===== src/rtl/alu_issue_ctrl.sv =====
// Issue controller for a combinational ALU: holds operands for SETTLE cycles, captures z/zero, returns them over valid/ready.
// Optional performance counters perf_ops/perf_zero are built when ALU_ISSUE_PERF_EN is defined.
module alu_issue_ctrl #(
  parameter int WIDTH  = 32,
  parameter int SETTLE = 2
) (
  input  logic             clk,
  input  logic             rst,
  input  logic             cmd_valid,
  output logic             cmd_ready,
  input  logic [WIDTH-1:0] cmd_a,
  input  logic [WIDTH-1:0] cmd_b,
  input  logic [2:0]       cmd_op,
  output logic [WIDTH-1:0] alu_a,
  output logic [WIDTH-1:0] alu_b,
  output logic [2:0]       alu_op,
  input  logic [WIDTH-1:0] alu_z,
  input  logic             alu_zero,
  output logic             rsp_valid,
  input  logic             rsp_ready,
  output logic [WIDTH-1:0] rsp_z,
  output logic             rsp_zero,
  output logic             rsp_illegal
`ifdef ALU_ISSUE_PERF_EN
  ,
  output logic [31:0]      perf_ops,
  output logic [31:0]      perf_zero
`endif
);

  typedef enum logic [1:0] {
    ST_IDLE,
    ST_SETTLE,
    ST_RESP
  } state_t;

  // SETTLE is limited to 1..15 so the settle count fits in four bits.
  localparam logic [3:0] SETTLE_M1 = 4'(SETTLE - 1);

  state_t     state;
  logic [3:0] cnt;

  function automatic logic op_illegal(input logic [2:0] op);
    case (op)
      3'b000, 3'b001, 3'b010, 3'b110, 3'b111: op_illegal = 1'b0;
      default:                                op_illegal = 1'b1;
    endcase
  endfunction

  // In RESP a new command may only enter on the edge that retires the response.
  always_comb begin
    cmd_ready = 1'b0;
    case (state)
      ST_IDLE: cmd_ready = 1'b1;
      ST_RESP: cmd_ready = rsp_ready;
      default: cmd_ready = 1'b0;
    endcase
  end

  always_ff @(posedge clk or posedge rst) begin
    if (rst) begin
      state       <= ST_IDLE;
      cnt         <= 4'd0;
      alu_a       <= '0;
      alu_b       <= '0;
      alu_op      <= 3'b000;
      rsp_valid   <= 1'b0;
      rsp_z       <= '0;
      rsp_zero    <= 1'b0;
      rsp_illegal <= 1'b0;
    end else begin
      case (state)
        ST_IDLE: begin
          if (cmd_valid) begin
            alu_a  <= cmd_a;
            alu_b  <= cmd_b;
            alu_op <= cmd_op;
            cnt    <= SETTLE_M1;
            state  <= ST_SETTLE;
          end
        end
        // Operands frozen on the ALU inputs while the carry chain settles.
        ST_SETTLE: begin
          if (cnt != 4'd0) begin
            cnt <= cnt - 4'd1;
          end else begin
            rsp_z       <= alu_z;
            rsp_zero    <= alu_zero;
            rsp_illegal <= op_illegal(alu_op);
            rsp_valid   <= 1'b1;
            state       <= ST_RESP;
          end
        end
        ST_RESP: begin
          if (rsp_ready) begin
            rsp_valid <= 1'b0;
            if (cmd_valid) begin
              alu_a  <= cmd_a;
              alu_b  <= cmd_b;
              alu_op <= cmd_op;
              cnt    <= SETTLE_M1;
              state  <= ST_SETTLE;
            end else begin
              state <= ST_IDLE;
            end
          end
        end
        default: state <= ST_IDLE;
      endcase
    end
  end

`ifdef ALU_ISSUE_PERF_EN
  always_ff @(posedge clk or posedge rst) begin
    if (rst) begin
      perf_ops  <= 32'd0;
      perf_zero <= 32'd0;
    end else if (rsp_valid && rsp_ready) begin
      perf_ops <= perf_ops + 32'd1;
      if (rsp_zero) perf_zero <= perf_zero + 32'd1;
    end
  end
`endif

endmodule


===== config.mk =====
export PLATFORM = sky130hd
export DESIGN_NAME = alu_issue_ctrl
export DESIGN_NICKNAME = d
export VERILOG_FILES = /design/src/rtl/alu_issue_ctrl.sv
export SDC_FILE = /design/constraint.sdc
export NUM_CORES = 1
export LEC_CHECK = 0
export ABC_AREA = 1
export ABC_CLOCK_PERIOD_IN_PS = 3600
export BUFFER_PORTS_ARGS = -buffer_cell sky130_fd_sc_hd__buf_4
export CAP_MARGIN = 20
export CORE_MARGIN = 5
export CORE_UTILIZATION = 46
export CTS_CLUSTER_DIAMETER = 40
export DETAILED_ROUTE_END_ITERATION = 10
export PLACE_DENSITY = 0.79
export SETUP_SLACK_MARGIN = 0.02
export SLEW_MARGIN = 5
export SYNTH_ARGS = -nofsm -noshare
export SYNTH_HDL_FRONTEND = slang
export SYNTH_SLANG_ARGS = --single-unit

===== constraint.sdc =====
create_clock -name clk -period 3.6 [get_ports clk]
set_clock_uncertainty 0.2 [all_clocks]
set_input_delay 0.18 -clock clk [delete_from_list [all_inputs] [get_ports clk]]
set_output_delay 0.18 -clock clk [all_outputs]
set_load 0.02 [all_outputs]

# --- Word level (Yosys, flattened, before mapping) ---
# Index checks and enable logic that the tools add are counted.
classes:
  add_sub_neg: 1
  eq_ne: 10
  muxes: 23
  n_bitwise: 1
  n_reduce_logical: 12
ops:
  columns: ["operator", "count"]
  rows:
  - ["$mux W32", 4]
  - ["$pmux W32 S2", 2]
  - ["$mux W4", 3]
  - ["$pmux W4 S3", 1]
  - ["$reduce_and A3 Y1", 3]
  - ["$ne A2 B2 Y1 const B", 4]
  - ["$eq A3 B3 Y1 const B", 2]
  - ["$mux W2", 3]
  - ["$mux W3", 2]
  - ["$pmux W2 S3", 1]
  - ["$pmux W3 S2", 1]
  - ["$reduce_or A5 Y1", 1]
  - ["$mux W1", 4]
  - ["$pmux W1 S2", 2]
  - ["$reduce_and A2 Y1", 2]
  - ["$reduce_bool A2 Y1", 2]
  - ["$reduce_bool A4 Y1", 1]
  - ["$sub A4 B1 Y4 const B", 1]
  - ["$eq A3 B1 Y1 const B", 1]
  - ["$eq A3 B2 Y1 const B", 1]
  - ["$logic_not A3 Y1", 1]
  - ["$reduce_bool A3 Y1", 1]
  - ["$eq A2 B1 Y1 const B", 1]
  - ["$eq A2 B2 Y1 const B", 1]
  - ["2 further kinds", 2]
totals:
  regBits: 108
  in_bits: 104
  output_inout_bits: 103
  wordCells: 56

# --- Longest topological paths before layout ---
# Gate-level depths: netlist of run 1.
logic_depth:
  depth_word: 3
  mapped_depth: 8
  depth_no_buf: 8

# --- Worst setup path after synthesis of run 1 ---
# OpenSTA, ideal clock, no wires.
synth_path:
  path_type: "register -> register"
  start: "register cnt[0]"
  end: "register rsp_z[15]"
  setup_ns: 0.121
  arrival_time_ns: 1.141
  t_required_ns: 3.279
  path_slack_ns: 2.139
  path_stages_with_launch: 8
  n_path_buf: 2
  period_less_slack_ns: 1.461
  path_cell_list: "dfrtp_1 inv_1 ha_1 nand3_2 buf_6 buf_6 nand2_1 o21ai_1"
synth_between:
  elab_chain_cells: 3
synth_lines:
  columns: ["element", "line_no", "source"]
  rows:
  - ["start, declared", "41", "logic [3:0] cnt;"]
  - ["start signal, assigned", "85", "cnt <= cnt - 4'd1;"]
  - ["$reduce_bool A4 Y1", "84", "if (cnt != 4'd0) begin"]
  - ["$not A1 Y1 (no line)", null, null]
  - ["$reduce_and A2 Y1 (no line)", null, null]
  - ["end signal, assigned", "87", "rsp_z <= alu_z;"]
  - ["end, declared", "21", "output logic [WIDTH-1:0] rsp_z,"]
# Every way passes these cells.
# A chain may end at the register's enable or synchronous reset.

# --- Worst setup path in the final report of run 1 ---
layout_path:
  start: "register cnt[0]"
  end: "register rsp_z[18]"
# Same word-level chain as after synthesis.

==> run_results.csv, run 1 <==
group,metric,value,unit
outcome,status,"finished, final reports clean",
critical_path,path_max_fanout,45,
global_routing,grt_pass1_wl,22500,um
critical_path,cp-start-kind,"register",
global_routing,overflow,0,
synthesis,avgSynthCellArea,9.08,um2
floorplanning,start_util,0.473,
synthesis,ys_warn_count,0,
floorplanning,die_area,11500,um2
floorplanning,coreArea,9240,um2
detailed_routing,drc_errors,0,
floorplanning,ioPinCount,207,
critical_path,cp-end-kind,"register",
placed_design,gp_congestion,0.817,
final_layout,layout_commonest_cell,"buf_4",
synthesis,synth_cell_types,23,
global_routing,antenna_found_initial,1,
floorplanning,chipWidth,107,um
pwr,cellPowerDensity,826,nW/um2
synthesis,synth_area_leaders,"dfrtp_1 (62%), nand2_1 (15%), nand3_1 (7.8%)",
pwr,p_comb_frac,0.509,
detailed_routing,drt_iter0_drc,241,
detailed_routing,topRoutingLayerUsed,"met4",
floorplanning,rows,35,
synthesis,netlist_instances,481,
pwr,sequentialPowerShare,0.362,
timing,finalHoldViolations,0,
detailed_routing,postRouteWirelength,14000,um
pwr,swShare,0.436,
timing,finalSetupTns,0,ps
detailed_routing,viasPerCell,4.76,
pwr,p_sw,2.61,mW
floorplanning,die_h,107,um
cts,htreeDepth,3,
final_layout,drive_above_1_share,0.305,
pwr,peakVddDrop,481,uV
cts,clock-sinks,108,
pwr,pwr-share-clk,0.129,
timing,clock.fmax,0.435,GHz
final_layout,nNetsFinal,884,
detailed_routing,route.met3.wl,793,um
cts,cts_root_buf,"clkbuf_8",
pwr,p_int,3.37,mW
timing,maxSlewViolCount,0,
cts,numCtsBuffers,9,
global_routing,grt_max_degree,91,
timing,rsz0062_at_grt,"no",
timing,final.min_clock_period,2300,ps
synthesis,yosys.area.top_type,"dfrtp_1",
detailed_routing,routedWlPerCell,15.3,um
cts,cts_resized,0,
detailed_routing,route.antenna.remaining_nets,0,
critical_path,worstRegToRegCells,6,
placed_design,dp_hpwl,8420,um
critical_path,timing.reg2reg.setup_slack,1300,ps
global_routing,grt_pass1_vias,4533,
synthesis,ys_seq_area_frac,0.619,
global_routing,track_usage,0.249,
timing,relSlewSlack,0.517,
critical_path,rr_endpoint,"rsp_z[18]",
cts,clkTransAtPathRegs,100,ps
synthesis,synth_top_area_frac,0.619,
synthesis,syn-num-nets,587,
timing,worst_slew_pin_slew,723,ps
final_layout,stdcell_count,913,
final_layout,layout_common_cells,"buf_4 (211), nand2_1 (178), dfrtp_1 (108), dlygate4sd3_1 (102), nand3_1 (68)",
synthesis,ys_ff_latch,108,
critical_path,cp.arrival,2330,ps
detailed_routing,vias,4344,
detailed_routing,met2_wirelength,7490,um
detailed_routing,met1_length,5040,um
placed_design,numPlacedInstances,793,
timing,finalCritPeriodShare,0.639,
critical_path,r2r_start,"cnt[0]",
timing,setup-violations-final,0,
cts,cts_tree,"done",
cts,insertion_delay,360,ps
final_layout,area_growth,65.4,%
placed_design,numPortBuffers,206,
critical_path,cp.required,3630,ps
flow_run,drv_cap,0,
pwr,leakagePower,3.92,nW
cts,hold_buffers,102,
cts,clk_path_buf_depth,2,
synthesis,netlist_area,4370,um2
critical_path,critPathKind,"reg -> reg",
min_path,hold_class,"in -> async",
cts,post-cts-setup-buffer-count,0,
detailed_routing,drt_pass1_iterations,5,
critical path, cell delays in order, from the launching register on:
cell,delay (ps)
dfrtp_1,390
inv_1,130
ha_1,210
nand3_2,570
buf_4,480
nand2_1,100
o21ai_1,90
state kept, by name, indices dropped and copies added (netlist names):
signal,flops
alu_a,32
alu_b,32
rsp_z,32
cnt,4
alu_op,3
state,2
rsp_illegal,1
rsp_valid,1
rsp_zero,1
Yosys cell counts:
cell         n
nand2_1    178
dfrtp_1    108
nand3_1     68
inv_1       42
o21ai_0     25
buf_2       11
o21ai_1      9
nor2_1       6
buf_1        4
buf_4        4
buf_6        4
clkbuf_1     4
o21ai_2      4
a21oi_1      3
ha_1         2
nand3_2      2
a21oi_2      1
clkbuf_2     1
inv_2        1
nand2_2      1
nor2_4       1
o2bb2ai_1    1
xnor2_1      1
stage by stage:
stage / power (mW) / area (um2) / setup slack (ps) / util / hold slack (ps)
6_report: 5.97 / 7230 / 1300 / 0.782 / 139
5_1_grt: 6.39 / 7230 / 1050 / 0.782 / 135
4_1_cts: 5.95 / 7200 / 1340 / 0.779 / 161
3_5_place_dp: 5.07 / 5960 / 1350 / 0.645 / 206
3_3_place_gp: 4.99 / 5960 / 1370 / 0.645 / 202
2_1_floorplan: 3.83 / 4370 / 374 / - / 113
power groups by stage:
stage	registers (mW)	logic [mW]	clock network, mW
floorplan	2.80	1.04	0
global placement	2.15	2.84	0
detailed placement	2.16	2.91	0
CTS	2.15	3.00	0.802
global route	2.24	3.30	0.845
finish	2.16	3.04	0.772
area by class of cell:
| cell class | count | area [um2] |
|---|---|---|
| Clock inverter | 6 | 78.8 |
| Fill cell | 560 | 2010 |
| Multi-Input combinational cell | 302 | 1350 |
| Timing Repair Buffer | 314 | 2630 |
| Tap cell | 129 | 161 |
| Clock buffer | 10 | 138 |
| Antenna cell | 1 | 2.50 |
| Sequential cell | 108 | 2700 |
| Inverter | 43 | 164 |
kinds of logic (layout without fill, tap and decap cells):
kind of cell	count (synthesis)	in the layout	synth area share
simple gates	256	256	0.245
fa+ha+maj	2	2	0.00573
buf+inv	71	373	0.0747
flops	108	108	0.619
compound gates	43	43	0.0544
other cells	0	1	0
xor+xnor	1	1	0.00200
layer usage:
metal / vias up / global-route usage
met2: 178 / 0.451
met5: - / 0
met3: 48 / 0.0450
met1: 2022 / 0.278
met4: 0 / 0.130
li1: 2096 / -
worst max path at each step:
stage,start,endpoint,depth (start not counted)
2_1_floorplan,rst,alu_a[0],1
3_3_place_gp,cmd_valid,alu_b[13],5
3_5_place_dp,cmd_valid,alu_a[9],5
4_1_cts,cnt[0],rsp_z[23],6
5_1_grt,cnt[0],rsp_z[21],5
6_report,cnt[0],rsp_z[18],6
Note: power is estimated with default switching activity, not from simulation.
==> run 2: changes to the inputs <==
--- a/config.mk
+++ b/config.mk
@@ -6,7 +6,7 @@
 export NUM_CORES = 1
 export LEC_CHECK = 0
 export ABC_AREA = 1
-export ABC_CLOCK_PERIOD_IN_PS = 3600
+export ABC_CLOCK_PERIOD_IN_PS = 2400
 export BUFFER_PORTS_ARGS = -buffer_cell sky130_fd_sc_hd__buf_4
 export CAP_MARGIN = 20
 export CORE_MARGIN = 5
==> constraint.sdc (replaced) <==
create_clock -name clk -period 2.4 [get_ports clk]
set_clock_uncertainty 0.2 [all_clocks]
set_input_delay 0.12 -clock clk [delete_from_list [all_inputs] [get_ports clk]]
set_output_delay 0.12 -clock clk [all_outputs]
set_load 0.02 [all_outputs]
==> run 2 against run 1 <==
  * Count of clock-buffer cells in the layout is 1 higher
  * Core utilization is 0.054 points higher
  * Largest cell class unchanged
  * Die area stayed put
  * Setup slack worse by 740 ps
  * Critical path type is now reg -> out
  * Critical endpoint is now cmd_ready
==> run_results.csv, run 2 (same netlist as run 1, synthesis figures left out) <==
group,metric,value,unit
placed_design,numPlacedInstances,793,
placed_design,gp_congestion,0.799,
min_path,hold_class,"in -> reg",
critical_path,cp-end-kind,"primary output",
critical_path,worstPathCellList,"a21oi_4 -> buf_12 -> buf_4",
final_layout,area_growth,65.5,%
placed_design,dp_hpwl,8410,um
critical_path,path_max_fanout,66,
final_layout,drive_above_1_share,0.304,
global_routing,grt_pass1_vias,4734,
detailed_routing,postRouteWirelength,14500,um
critical_path,cp_num_buf_inv,2,
timing,finalHoldViolations,0,
global_routing,overflow,0,
critical_path,cp-start-kind,"register",
detailed_routing,drt_iter0_drc,256,
timing,setup-violations-final,0,
final_layout,n_fill_cell,546,
timing,rsz0062_at_grt,"no",
detailed_routing,viasPerCell,4.87,
timing,relSlewSlack,0.545,
timing,worst_slew_pin_slew,682,ps
cts,htreeDepth,3,
floorplanning,coreArea,9240,um2
final_layout,layout_commonest_cell,"buf_4",
critical_path,cp.required,2080,ps
detailed_routing,drc_errors,0,
detailed_routing,drt_pass1_iterations,4,
timing,finalSetupTns,0,ps
critical_path,critPathKind,"reg -> out",
pwr,leakagePower,3.91,nW
outcome,status,"finished, final reports clean",
cts,insertion_delay,350,ps
timing,holdWs,136,ps
global_routing,track_usage,0.253,
floorplanning,die_area,11500,um2
global_routing,grt_max_degree,109,
critical_path,cp.arrival,1520,ps
final_layout,nNetsFinal,883,
detailed_routing,routedWlPerCell,15.9,um
pwr,cellPowerDensity,1240,nW/um2
critical_path,timing.reg2reg.setup_slack,730,ps
flow_run,drv_cap,0,
pwr,power,8.97,mW
floorplanning,rows,35,
cts,clk_path_buf_depth,2,
floorplanning,ioPinCount,207,
cts,numCtsBuffers,9,
detailed_routing,route.antenna.remaining_nets,0,
final_layout,fin_util,0.783,
placed_design,numPortBuffers,206,
final_layout,reg_top3,"alu_a: 32 flops, alu_b: 32 flops, rsp_z: 32 flops",
critical_path,cp_top_family,"buffers and inverters",
timing,finalCritPeriodShare,0.766,
cts,cts_resized,0,
cts,clock-sinks,108,
timing,maxSlewViolCount,0,
global_routing,antenna_found_initial,1,
floorplanning,chipWidth,107,um
timing,clock.fmax,0.544,GHz
cts,clkTransAtPathRegs,100,ps
cts,cts_root_buf,"clkbuf_8",
timing,final.min_clock_period,1840,ps
floorplanning,die_h,107,um
final_layout,layout_common_cells,"buf_4 (207), nand2_1 (178), dfrtp_1 (108), dlygate4sd3_1 (102), nand3_1 (68)",
pwr,peakVddDrop,755,uV
detailed_routing,vias,4446,
cts,cts_tree,"done",
global_routing,grt_pass1_wl,23100,um
final_layout,stdcell_count,913,
critical_path,crit_path_top_delay_cell,"dfrtp_1",
critical_path,cp_slowest_stage_delay,470,ps
floorplanning,start_util,0.473,
run 2: area by class of cell:
| cell class | count | area [um2] | share of cell area |
|---|---|---|---|
| timing repair buffer | 313 | 2660 | 0.367 |
| clock buffer | 11 | 151 | 0.0209 |
| sequential | 108 | 2700 | 0.374 |
| tap | 129 | 161 | 0.0223 |
| antenna | 2 | 5.00 | 0.000692 |
| inverter | 43 | 165 | 0.0228 |
| clock inverter | 5 | 43.8 | 0.00606 |
| multi-input combinational | 302 | 1350 | 0.186 |
run 2: metrics by stage:
step	cell area, um2	setup slack [ps]
final	7230	561
after floorplan	4370	778
after global routing	7230	509
after global placement	6010	856
after detailed placement	6010	764
after CTS	7230	564
run 2: where the power goes:
| part | total, mW | switching (mW) | internal, mW |
|---|---|---|---|
| combinational | 4.66 | 2.78 | 1.88 |
| sequential | 3.25 | 0.556 | 2.69 |
| clock | 1.06 | 0.617 | 0.448 |
run 2: worst reg2reg max path, stage by stage, from the launching register on:
cell	delay, ps
dfrtp_1	480
nand2_1	120
nand3_2	100
buf_12	280
nand2_2	180
inv_1	120
nand2_1	60
nand2_1	70
run 2: metal layers:
metal / vias up / global-route usage / wire (um)
met5: - / 0 / 0
met1: 2098 / 0.275 / 5140
met4: 0 / 0.139 / 657
li1: 2089 / - / -
met2: 209 / 0.459 / 7770
met3: 50 / 0.0504 / 905
run 2: repair_timing:
item,in CTS,in global routing
hold buffers,102,0
setup buffers,0,0
hold endpoints to repair,210,0
run 2: worst paths after layout:
kind                            startpoint   endpoint  cells past startpoint
max in group asynchronous              rst  alu_b[27]                      4
worst min-delay path             cmd_valid  alu_a[13]                      5
worst min register to register   alu_a[19]  alu_a[19]                      2
worst max register to register    state[1]     cnt[3]                      7
worst max-delay path              state[1]  cmd_ready                      3
min in group asynchronous              rst  alu_a[13]                      4
